<file path="src/rtl/alu_writeback_pkg.sv">
// Shared widths, register-file geometry and ALU opcode encodings for the writeback stage.
package alu_writeback_pkg;

    localparam int WB_WIDTH          = 32;
    localparam int WB_NUM_REGS       = 16;
    localparam int WB_REG_ADDR_BITS  = $clog2(WB_NUM_REGS);
    localparam int ALU_WB_FIFO_DEPTH = 2;
    localparam int OPCODE_W          = 5;

    typedef logic [WB_REG_ADDR_BITS-1:0] reg_addr_t;

    typedef enum logic [OPCODE_W-1:0] {
        OP_ADD  = 5'd0,
        OP_SUB  = 5'd1,
        OP_AND  = 5'd2,
        OP_OR   = 5'd3,
        OP_XOR  = 5'd4,
        OP_CMP  = 5'd5,
        OP_MOVH = 5'd6,
        OP_MOV  = 5'd7
    } alu_op_e;

endpackage

</file>
<file path="src/rtl/alu_writeback_wb_fifo.sv">
// Synchronous FIFO holding packed {opcode, rd, data} ALU results ahead of writeback.
module alu_writeback_wb_fifo #(
    parameter int DATA_W = 8,
    parameter int DEPTH  = 2,
    localparam int CNT_W = $clog2(DEPTH + 1)
) (
    input  logic              clk,
    input  logic              rst_n,
    input  logic              push,
    input  logic [DATA_W-1:0] push_data,
    input  logic              pop,
    output logic [DATA_W-1:0] pop_data,
    output logic              full,
    output logic              empty,
    output logic [CNT_W-1:0]  count
);

    localparam int PTR_W = $clog2(DEPTH);

    logic [DATA_W-1:0] mem [DEPTH];
    logic [PTR_W-1:0]  wr_ptr;
    logic [PTR_W-1:0]  rd_ptr;
    logic              do_push;
    logic              do_pop;

    assign full     = (count == CNT_W'(DEPTH));
    assign empty    = (count == '0);
    assign do_push  = push && !full;
    assign do_pop   = pop && !empty;
    assign pop_data = mem[rd_ptr];

    // Pointers wrap naturally because DEPTH is a power of two.
    always_ff @(posedge clk or negedge rst_n) begin
        if (!rst_n) begin
            wr_ptr <= '0;
            rd_ptr <= '0;
            count  <= '0;
        end else begin
            if (do_push) begin
                wr_ptr <= wr_ptr + PTR_W'(1);
            end
            if (do_pop) begin
                rd_ptr <= rd_ptr + PTR_W'(1);
            end
            count <= count + CNT_W'(do_push) - CNT_W'(do_pop);
        end
    end

    always_ff @(posedge clk) begin
        if (do_push) begin
            mem[wr_ptr] <= push_data;
        end
    end

endmodule

</file>
<file path="src/rtl/alu_writeback.sv">
// ALU writeback stage: result FIFO, load-priority write arbitration, MOVH/CMP shaping, register file.
// Optional same-cycle write-to-read forwarding is enabled by defining ALU_WB_BYPASS_EN.
module alu_writeback
    import alu_writeback_pkg::*;
#(
    parameter int DEPTH    = ALU_WB_FIFO_DEPTH,
    parameter int NUM_REGS = WB_NUM_REGS,
    parameter int DATA_W   = WB_WIDTH,
    localparam int RAW     = $clog2(NUM_REGS)
) (
    input  logic                clk,
    input  logic                rst_n,
    input  logic                alu_valid,
    output logic                alu_ready,
    input  logic [OPCODE_W-1:0] alu_opcode,
    input  logic [RAW-1:0]      alu_rd,
    input  logic [DATA_W-1:0]   alu_data,
    input  logic                ld_valid,
    input  logic [RAW-1:0]      ld_rd,
    input  logic [DATA_W-1:0]   ld_data,
    input  logic [RAW-1:0]      rd_addr_a,
    input  logic [RAW-1:0]      rd_addr_b,
    output logic [DATA_W-1:0]   rd_data_a,
    output logic [DATA_W-1:0]   rd_data_b,
    output logic                wb_valid,
    output logic [RAW-1:0]      wb_rd,
    output logic [DATA_W-1:0]   wb_data
);

    localparam int ENTRY_W = OPCODE_W + RAW + DATA_W;
    localparam int CNT_W   = $clog2(DEPTH + 1);

    logic [ENTRY_W-1:0]  fifo_head;
    logic                fifo_push;
    logic                fifo_pop;
    logic                fifo_full;
    logic                fifo_empty;
    logic [CNT_W-1:0]    fifo_count;
    logic [OPCODE_W-1:0] head_op;
    logic [RAW-1:0]      head_rd;
    logic [DATA_W-1:0]   head_data;
    logic [DATA_W-1:0]   rf [NUM_REGS];

    // MOVH keeps the low half already in the destination; CMP reduces to its flag bit.
    function automatic logic [DATA_W-1:0] wb_merge(
        input logic [OPCODE_W-1:0] op,
        input logic [DATA_W-1:0]   head,
        input logic [DATA_W-1:0]   cur
    );
        case (op)
            OP_MOVH: wb_merge = {head[DATA_W-1:16], cur[15:0]};
            OP_CMP:  wb_merge = {{(DATA_W-1){1'b0}}, head[0]};
            default: wb_merge = head;
        endcase
    endfunction

    // Ready comes from the registered occupancy only, never from a same-cycle pop.
    assign alu_ready = (fifo_count != CNT_W'(DEPTH));
    assign fifo_push = alu_valid && !fifo_full;

    alu_writeback_wb_fifo #(
        .DATA_W (ENTRY_W),
        .DEPTH  (DEPTH)
    ) u_fifo (
        .clk       (clk),
        .rst_n     (rst_n),
        .push      (fifo_push),
        .push_data ({alu_opcode, alu_rd, alu_data}),
        .pop       (fifo_pop),
        .pop_data  (fifo_head),
        .full      (fifo_full),
        .empty     (fifo_empty),
        .count     (fifo_count)
    );

    assign head_op   = fifo_head[ENTRY_W-1 -: OPCODE_W];
    assign head_rd   = fifo_head[DATA_W +: RAW];
    assign head_data = fifo_head[DATA_W-1:0];

    // Loads own the write port whenever present; the FIFO simply waits.
    always_comb begin
        fifo_pop = 1'b0;
        wb_valid = 1'b0;
        wb_rd    = head_rd;
        wb_data  = wb_merge(head_op, head_data, rf[head_rd]);
        if (ld_valid) begin
            wb_valid = 1'b1;
            wb_rd    = ld_rd;
            wb_data  = ld_data;
        end else if (!fifo_empty) begin
            wb_valid = 1'b1;
            fifo_pop = 1'b1;
        end
    end

    // r0 is never written, so it holds its reset value of zero.
    always_ff @(posedge clk or negedge rst_n) begin
        if (!rst_n) begin
            for (int i = 0; i < NUM_REGS; i++) begin
                rf[i] <= '0;
            end
        end else if (wb_valid && (wb_rd != '0)) begin
            rf[wb_rd] <= wb_data;
        end
    end

    always_comb begin
        rd_data_a = (rd_addr_a == '0) ? '0 : rf[rd_addr_a];
        rd_data_b = (rd_addr_b == '0) ? '0 : rf[rd_addr_b];
`ifdef ALU_WB_BYPASS_EN
        if (wb_valid && (wb_rd == rd_addr_a) && (rd_addr_a != '0)) begin
            rd_data_a = wb_data;
        end
        if (wb_valid && (wb_rd == rd_addr_b) && (rd_addr_b != '0)) begin
            rd_data_b = wb_data;
        end
`else
        // Without forwarding the issue logic stalls a cycle on a read of the register being written.
`endif
    end

endmodule

</file>
<file path="config.mk">
export PLATFORM = sky130hd
export DESIGN_NAME = alu_writeback
export DESIGN_NICKNAME = d
export VERILOG_FILES = /design/src/rtl/alu_writeback_pkg.sv /design/src/rtl/alu_writeback_wb_fifo.sv /design/src/rtl/alu_writeback.sv
export SDC_FILE = /design/constraint.sdc
export NUM_CORES = 1
export LEC_CHECK = 0
export CORE_ASPECT_RATIO = 2
export CORE_MARGIN = 2
export CORE_UTILIZATION = 41
export CTS_BUF_LIST = sky130_fd_sc_hd__clkbuf_8
export CTS_CLUSTER_DIAMETER = 120
export DETAILED_ROUTE_END_ITERATION = 7
export PLACE_DENSITY_LB_ADDON = 0.12
export SYNTH_ARGS = -nofsm -noshare
export SYNTH_HDL_FRONTEND = slang
export SYNTH_SLANG_ARGS = --single-unit
</file>
<file path="constraint.sdc">
create_clock -name clk -period 5.5 [get_ports clk]
set_input_delay 1.1 -clock clk [delete_from_list [all_inputs] [get_ports clk]]
set_output_delay 1.1 -clock clk [all_outputs]
set_load 0.02 [all_outputs]
</file>
### Word level (Yosys, flattened, before mapping)

Memory sizes are Yosys's and may differ from the RTL's.
Index checks and enable logic that the tools add are counted.

* memories: 1
* flip-flop bits (word level): 516
* input port bits: 89
* output and inout port bits: 102
* memory bits (writable): 82
* logic and storage cells: 70

Memories
* u_fifo.mem: words 2, width 41, rd ports 1, clocked after memory_dff 0, write ports 1, line alu_writeback_wb_fifo.sv:20 `logic [DATA_W-1:0] mem [DEPTH];`

* reduce and logical (&&, ||, !) cells: 11
* $lt $le $gt $ge: 5
* eq/ne operators: 4
* mux-type cells: 22
* bitwise gates (word level): 4
* add/subtract/negate cells: 4

Operator list (count)
* $bwmux 512: 1
* $bmux 32 s4: 3
* $mux 32: 8
* $demux 32 s4: 1
* $pmux 32 s2: 1
* $mux 16: 2
* $ge 5x5->1 const B: 4
* $not 4->5: 4
* $eq 5x3->1 const B: 2
* $logic_not 4->1: 2
* $logic_and 1x1->1: 5
* $lt 5x1->1 const B: 1
* $mux 1: 5
* $mux 4: 1
* $reduce_bool 4->1: 1
* $add 1x1->1 const B: 2
* $add 2x1->2: 1
* $eq 2x2->1 const B: 1
* $logic_not 1->1: 2
* $logic_not 2->1: 1
* $ne 2x2->1 const B: 1
* $sub 2x1->2: 1

### Depth between registers and ports, before layout

Gate-level depths: netlist of run 1.
An unclocked memory read counts as a cell.

* depth after elaboration: 8
* depth in mapped cells: 12
* gate-level depth less buffers: 7

### Hierarchy

From an unflattened synthesis of run 1, not the netlist that was laid out.

* cell total of the unflattened synthesis: 2877
* area total of the unflattened synthesis: 34508.1 sq um

By module, submodules not included
* alu_writeback: seq. area each 12812.3 sq um, cells an instance 2731, times used 1, area an instance 31146.1 sq um
* alu_writeback_wb_fifo: seq. area each 2562.5 sq um, cells an instance 146, times used 1, area an instance 3362.0 sq um

### Worst setup path after synthesis of run 1

OpenSTA, ideal clock, no wires.

* path type: input port to output port
* start point: input rd_addr_b[0]
* end point: output rd_data_b[18]
* data arrival time: 3.052 ns
* buffers on the path: 2
* cell stages on the path: 5
* slack: 1.348 ns
* required time: 4.400 ns
* path through: clkbuf_1 -> buf_1 -> mux4_2 -> mux4_2 -> nor2b_1

* cells in the longest elaborated chain, start to end: 5
* elaborated cells between the ends (all ways): 6
* those cells by class: mux: 4; bitwise: 1; reduce/logical: 1

Ends and longest elaborated chain
* start: declaration: line alu_writeback.sv:22 `input logic [RAW-1:0] rd_addr_b,`
* $not 4->5 (implied by the code): line alu_writeback.sv:109 `rd_data_b = (rd_addr_b == '0) ? '0 : rf[rd_addr_b];`
* $bmux 32 s4: line alu_writeback.sv:109
* $mux 32 (implied by the code) (2 in a row): line alu_writeback.sv:109
* $mux 32 (*): line alu_writeback.sv:109
* end: declaration: line alu_writeback.sv:24 `output logic [DATA_W-1:0] rd_data_b,`

Mark *: on every way between the ends. The rest lies on a longest branch, timed or not. The select of a mux whose other input is x is not followed.

### Final worst setup path of run 1

* start point: register u_fifo.rd_ptr
* end point: output wb_data[13]

* cells in the longest elaborated chain, start to end: 7
* elaborated cells between the ends (all ways): 9
* those cells by class: eq/ne: 2; mux: 5; bitwise: 1; memory: 1

Ends and longest elaborated chain
* start: declaration: line alu_writeback_wb_fifo.sv:22 `logic [PTR_W-1:0] rd_ptr;`
* start signal: assignment: line alu_writeback_wb_fifo.sv:43 `rd_ptr <= rd_ptr + PTR_W'(1);`
* $mem_v2 2x41 (*)
* $not 4->5 (implied by the code): line alu_writeback.sv:85 `wb_data = wb_merge(head_op, head_data, rf[head_rd]);`
* $bmux 32 s4: line alu_writeback.sv:85
* $mux 16 (implied by the code) (2 in a row): line alu_writeback.sv:85
* $pmux 32 s2 (*): line alu_writeback.sv:50 `case (op)`
* $mux 32 (*): line alu_writeback.sv:86 `if (ld_valid) begin`
* end: declaration: line alu_writeback.sv:27 `output logic [DATA_W-1:0] wb_data`

Marked as above.

==> flow_summary.ini, run 1 <==
[clocking]
path_clk_slew_ns = 0.07
clkLatencyLatePin_ns = 0.78
cts_tree = yes
cts_num_sinks = 598
holdBufCountCts = 0
cts_buffer_depth = 3
postCtsSetupBuffers = 0
cts-root-buf = clkbuf_8
cts_max_level = 3
cts_made_buffers = 91

[pwr]
peakVddDrop_mv = 0.314
leakage_uw = 0.0153
power.density_mw_per_mm2 = 561

[sta]
min_period_ns = 5.46
max_freq_mhz = 183
drv_slew = 0
setup_tns_ns = 0
tightestPinTransition_ns = 1.28
post-route-period-util_pct = 99.3
fin_skew_ns = 0.0370
relSlewSlack_pct = 14.0
hold_viol_final = 0
rsz0062_at_grt = no
hold_slack_ns = 0.369
finalSetupViolations = 0

[placement]
gp_congestion = 0.906
hpwl_um = 86000
port_buffers = 190

[yosys]
yosysWarnings = 0
synthesis.nets = 3228
synth_top_area_cell = dfrtp_1
synth_edf_count = 82
postSynthAreaPerCell_um2 = 11.0
ys_ff_latch = 598
netlist_area_mm2 = 0.0346
synth.top_cell.area_share_pct = 37.3
ys_seq_area_share_pct = 44.4
ys_async_sr_fraction_pct = 86.3
ys.flop_type = dfrtp_1
yosysUniqueCellTypes = 73
netlist_instances = 3137
synthTopCellsByArea = dfrtp_1 (37%), mux4_2 (21%), edfxtp_1 (7.1%)

[detailed_routing]
viasPerCell = 6.39
drt-total-wl_um = 134000
drtAntennaViolNets = 0
drt_pass1_iterations = 8
post_drt_wl_per_cell_um = 30.6
drc = 1
vias = 28000
drtIter0Drc = 2643

[floorplanning]
die_area_mm2 = 0.0869
die_h_um = 415
ioPinCount = 191
core_mm2 = 0.0835
initial_core_util_pct = 41.4
num_rows = 150
fp.dieW_um = 209

[critical_path]
end_kind = output port
cp.required_ns = 4.40
r2r_setup_slack_ns = 1.64
crit_type = reg -> out
worstPathMaxFanout = 50
crit_arrival_ns = 4.36
start_kind = flop

[global_routing]
grt_pass1_wl_um = 197000
first_global_vias = 29200
grt_antenna_before_repair = 5
grt_remaining_overflow = 0
grtUsageTotal_pct = 31.1
grt_max_degree = 136

[final_layout]
fin_util_pct = 47.4
drive_gt1_share_pct = 21.5
nNetsFinal = 3331
area_delta_synth_final_pct = 14.4

[run]
drv_cap = 0

[status]
status = complete, but fails checks
violations = design-rule violations

[worst_hold_path]
hp-class = in -> async
[cells by family (layout without fill, tap and decap cells)]
group / Yosys count / after routing / share of synthesized area (%)
simple gates: 916 / 917 / 11.8
compound gates: 875 / 875 / 15.9
flops: 598 / 598 / 44.4
buf+inv: 375 / 547 / 5.46
mux: 365 / 365 / 22.2
xor+xnor: 6 / 6 / 0.152
fa+ha+maj: 2 / 2 / 0.0723
other cells: 0 / 2 / 0
[area by class of cell]
| cell class | count | area [um^2] |
|---|---|---|
| fill | 7671 | 43900 |
| multi-input combinational | 2165 | 17500 |
| sequential | 598 | 15400 |
| timing repair buffer | 346 | 3470 |
| clock buffer | 114 | 1570 |
| tap | 1064 | 1330 |
| clock inverter | 49 | 236 |
| inverter | 38 | 143 |
| antenna | 2 | 5.00 |
[registers in the layout, summed over array words and instances, names as in the netlist]
register	cells
u_fifo.mem	82
u_fifo.wr_ptr	1
rf	512
u_fifo.count	2
u_fifo.rd_ptr	1
[path summary, 6_finish.rpt]
check / from / endpoint / depth (start not counted)
worst max register to register: u_fifo.rd_ptr$_DFFE_PN0P_ / rf[75]$_DFFE_PN0P_ / 10
worst max-delay path: u_fifo.rd_ptr$_DFFE_PN0P_ / wb_data[13] / 9
worst min register to register: rf[502]$_DFFE_PN0P_ / rf[502]$_DFFE_PN0P_ / 0
min in group clk: rf[502]$_DFFE_PN0P_ / rf[502]$_DFFE_PN0P_ / 0
max in group asynchronous: rst_n / rf[122]$_DFFE_PN0P_ / 2
worst min-delay path: rst_n / rf[37]$_DFFE_PN0P_ / 1
[power by group]
group	internal [uW]	leakage, uW	total [uW]	switching, uW
clock network	1870	0.00105	3780	1910
logic	4730	0.00758	9950	5220
registers	6480	0.00670	8460	1980
total	13100	0.0153	22200	9110
[per-stage QoR]
stage / area (um^2) / cells / power, uW / setup slack (ns)
6_report: 39600 / 4376 / 22200 / 0.0390
5_1_grt: 39600 / 4375 / 23400 / 0.0115
4_1_cts: 39600 / 4374 / 22200 / 0.0278
3_5_place_dp: 37700 / 4210 / 18300 / 0.415
3_3_place_gp: 37700 / 4210 / 17900 / 0.384
2_1_floorplan: 34600 / 3137 / 14600 / 1.35
[cell usage after synthesis (7+ instances only)]
| cell type | n |
|---|---|
| a211o_1 | 9 |
| a211oi_1 | 31 |
| a21boi_0 | 15 |
| a21o_1 | 7 |
| a21oi_1 | 380 |
| a21oi_2 | 10 |
| a221oi_1 | 7 |
| a22o_1 | 9 |
| a22oi_1 | 24 |
| a311oi_1 | 7 |
| a31oi_1 | 258 |
| and2_1 | 10 |
| buf_1 | 21 |
| buf_2 | 137 |
| buf_4 | 29 |
| buf_6 | 25 |
| clkbuf_1 | 123 |
| dfrtp_1 | 516 |
| edfxtp_1 | 82 |
| inv_1 | 37 |
| mux2_2 | 8 |
| mux2i_1 | 35 |
| mux4_2 | 320 |
| nand2_1 | 175 |
| nand2_2 | 7 |
| nand2b_1 | 8 |
| nand3_1 | 8 |
| nor2_1 | 531 |
| nor2_4 | 15 |
| nor2b_1 | 122 |
| nor3_1 | 7 |
| o211ai_1 | 8 |
| o21ai_0 | 17 |
| o22ai_1 | 27 |
| o311ai_2 | 8 |
| o31ai_1 | 15 |
| o32a_1 | 16 |
| or3_1 | 7 |
[repair_timing]
item / 4_1_cts / 5_1_grt
cloned: 1 / 0
setup endpoints to repair: 5 / 3
gates resized for setup: 6 / 1
[routing by layer]
layer / track usage [%] / share of wire [%] / vias to the layer above
li1: - / - / 11900
met1: 33.7 / 33 / 14000
met2: 53.2 / 50 / 1533
met3: 6.38 / 7.8 / 484
met4: 23.7 / 8.6 / 8
met5: 0 / 0.034 / -
[placed cells by master (no fill, tap or decap), drive strengths merged, types with 10 or more instances in the layout]
| cell type | n |
|---|---|
| mux4 | 320 |
| nor2 | 546 |
| dfrtp | 516 |
| a31oi | 259 |
| o21ai | 20 |
| nand2 | 182 |
| edfxtp | 82 |
| a22oi | 26 |
| o32a | 16 |
| clkdlybuf4s50 | 179 |
| o211ai | 15 |
| and2 | 10 |
| o22ai | 29 |
| mux2i | 37 |
| buf | 165 |
| a211oi | 31 |
| o31ai | 17 |
| a21boi | 15 |
| inv | 71 |
| a21oi | 390 |
| clkinv | 16 |
| clkbuf | 116 |
| nor2b | 123 |
[worst max-delay path: stages (launching register included)]
cell and delay, ns:
dfrtp_4 0.60, buf_12 0.31, nand2_1 0.64, buf_4 0.44, a21oi_1 0.13, a211oi_1 0.06
o32a_1 0.33, o211ai_2 0.09, nand2_1 0.24, clkdlybuf4s50_1 0.63
Note: power is estimated with default switching activity, not from simulation.
==> run 2: changes to the inputs <==
CAP_MARGIN = 30   (was unset)
==> run 2 against run 1 <==
Effect of this change: the run now ends clean; sequential cell count unchanged; setup slack better by 0.027 ns; utilization up 0.17 points; routed wire length down 0.74%; sequential share of layout area down 0.14 points; global-route usage down 0.16 points; count of clock-buffer cells in the layout up 5; critical path type unchanged; critical endpoint unchanged; largest power group unchanged.
==> flow_summary.ini, run 2 (synthesized netlist as in run 1, its figures left out) <==
[status]
status = completed

[clocking]
postCtsSetupBuffers = 0
cts_made_buffers = 92
cts_max_level = 3
clkLatencyLatePin_ns = 0.78
cts_num_sinks = 598
cts_tree = yes
cts-root-buf = clkbuf_8
cts_buffer_depth = 3
path_clk_slew_ns = 0.06

[pwr]
total_power_uw = 22300
leakage_uw = 0.0154
pwr-share-clk_pct = 17.6
p_int_uw = 13300
p_sw_share_pct = 40.6
seq_power_share_pct = 37.8
peakVddDrop_mv = 0.312
p_comb_share_pct = 44.5
p_switching_uw = 9060
power.density_mw_per_mm2 = 562

[sta]
drv_slew = 0
fin_ws_ns = 0.0664
tightestPinTransition_ns = 1.03
min_period_ns = 5.43
rsz0062_at_grt = no
max_freq_mhz = 184
hold_slack_ns = 0.359
fin_skew_ns = 0.0321
finalSetupViolations = 0
post-route-period-util_pct = 98.8
setup_tns_ns = 0
hold_viol_final = 0
relSlewSlack_pct = 31.3

[global_routing]
first_global_vias = 29200
grt_remaining_overflow = 0
grt_antenna_before_repair = 2
grtUsageTotal_pct = 30.9
grt-busiest-layer = met2
use_met2_pct = 53.5
grt_max_degree = 136
grt_pass1_wl_um = 196000
gr-usage-met1_pct = 34.5
met3_usage_pct = 5.36

[floorplanning]
die_area_mm2 = 0.0869
ioPinCount = 191
num_rows = 150
die_h_um = 415
initial_core_util_pct = 41.4
core_mm2 = 0.0835
fp.dieW_um = 209

[critical_path]
worstPathMaxFanout = 49
end_kind = output port
slowest_delay_ns = 0.65
crit_top_cell = nand2_1
crit_chain = buf_12, nand2_1, buf_4, a21oi_1, a211oi_1, o32a_1, o211ai_2, nand2_1, clkdlybuf4s50_1
crit_family = buffers and inverters
worst_path_max_delay_cell = clkdlybuf4s50_1
crit_type = reg -> out
crit_arrival_ns = 4.33
cp.required_ns = 4.40
start_kind = flop
path_buf_inv = 3

[detailed_routing]
drtAntennaViolNets = 0
drt_pass1_iterations = 7
viasPerCell = 6.42
drtIter0Drc = 2934
drc = 0
vias = 28100
post_drt_wl_per_cell_um = 30.4
drt-total-wl_um = 133000

[placement]
port_buffers = 190
gp_congestion = 0.906
post-place-ws_ns = 0.434
hpwl_um = 86100

[run]
drv_cap = 0

[final_layout]
mostFrequentLayoutCells = nor2_1 (529), dfrtp_1 (515), a21oi_1 (371), mux4_2 (320), a31oi_1 (258)
fin_util_pct = 47.6
largest_reg_flops = 512
drive_gt1_share_pct = 21.6
reg_top3 = rf (512), u_fifo.mem (82), u_fifo.count (2)
layout_commonest_cell = nor2_1
top_register = rf
area_delta_synth_final_pct = 14.8
nNetsFinal = 3335

[worst_hold_path]
hp-class = in -> async
-- run 2: power groups by stage --
stage | logic [uW] | clock network, uW | registers, uW
after global routing | 10700 | 4210 | 8660
after floorplan | 6920 | 0 | 7700
after detailed placement | 9890 | 0 | 8450
final | 9950 | 3940 | 8450
after global placement | 9650 | 0 | 8260
after CTS | 9930 | 4020 | 8370
-- run 2: stage by stage --
step           area [um^2]  std cells
3_3_place_gp         37700       4210
2_1_floorplan        34600       3137
5_1_grt              39700       4378
3_5_place_dp         37800       4214
6_report             39700       4378
4_1_cts              39700       4377
-- run 2: layout make-up --
cell class / count / area [um^2]
Antenna cell: 1 / 2.50
Clock buffer: 119 / 1640
Clock inverter: 44 / 275
Fill cell: 7547 / 43800
Inverter: 38 / 143
Multi-Input combinational cell: 2164 / 17400
Sequential cell: 598 / 15400
Tap cell: 1064 / 1330
Timing Repair Buffer: 350 / 3520
-- run 2: repair_timing --
action,CTS,global route
endpoints found under the setup margin,4,3
gates cloned,0,0
hold buffers,0,0
gates resized for setup,4,2
-- run 2: metal layers --
metal  wire length [um]  part of all wire (%)
met4              10400                   7.8
met2              67500                    51
met1              44900                    34
met5                 13                0.0098
met3              10100                   7.6
-- run 2: worst register-to-register path, cell delays in order, from the launching register on --
cell,delay (ns)
dfrtp_4,0.61
buf_12,0.33
mux2_4,0.64
buf_12,0.24
mux2i_2,0.12
inv_1,0.18
nand2_2,0.18
nor2_4,0.71
buf_4,0.47
nor2_1,0.09
a31oi_1,0.15
-- run 2: final timing paths --
path	startpoint	end	slack, ns	cells past startpoint
min in group clk	rf[502]$_DFFE_PN0P_	rf[502]$_DFFE_PN0P_	0.39	0
max reg2reg	u_fifo.rd_ptr$_DFFE_PN0P_	rf[75]$_DFFE_PN0P_	1.69	10
max in group asynchronous	rst_n	rf[190]$_DFFE_PN0P_	3.76	2
min reg2reg	rf[502]$_DFFE_PN0P_	rf[502]$_DFFE_PN0P_	0.39	0
max	u_fifo.rd_ptr$_DFFE_PN0P_	wb_data[13]	0.07	9
min	rst_n	rf[37]$_DFFE_PN0P_	0.36	1
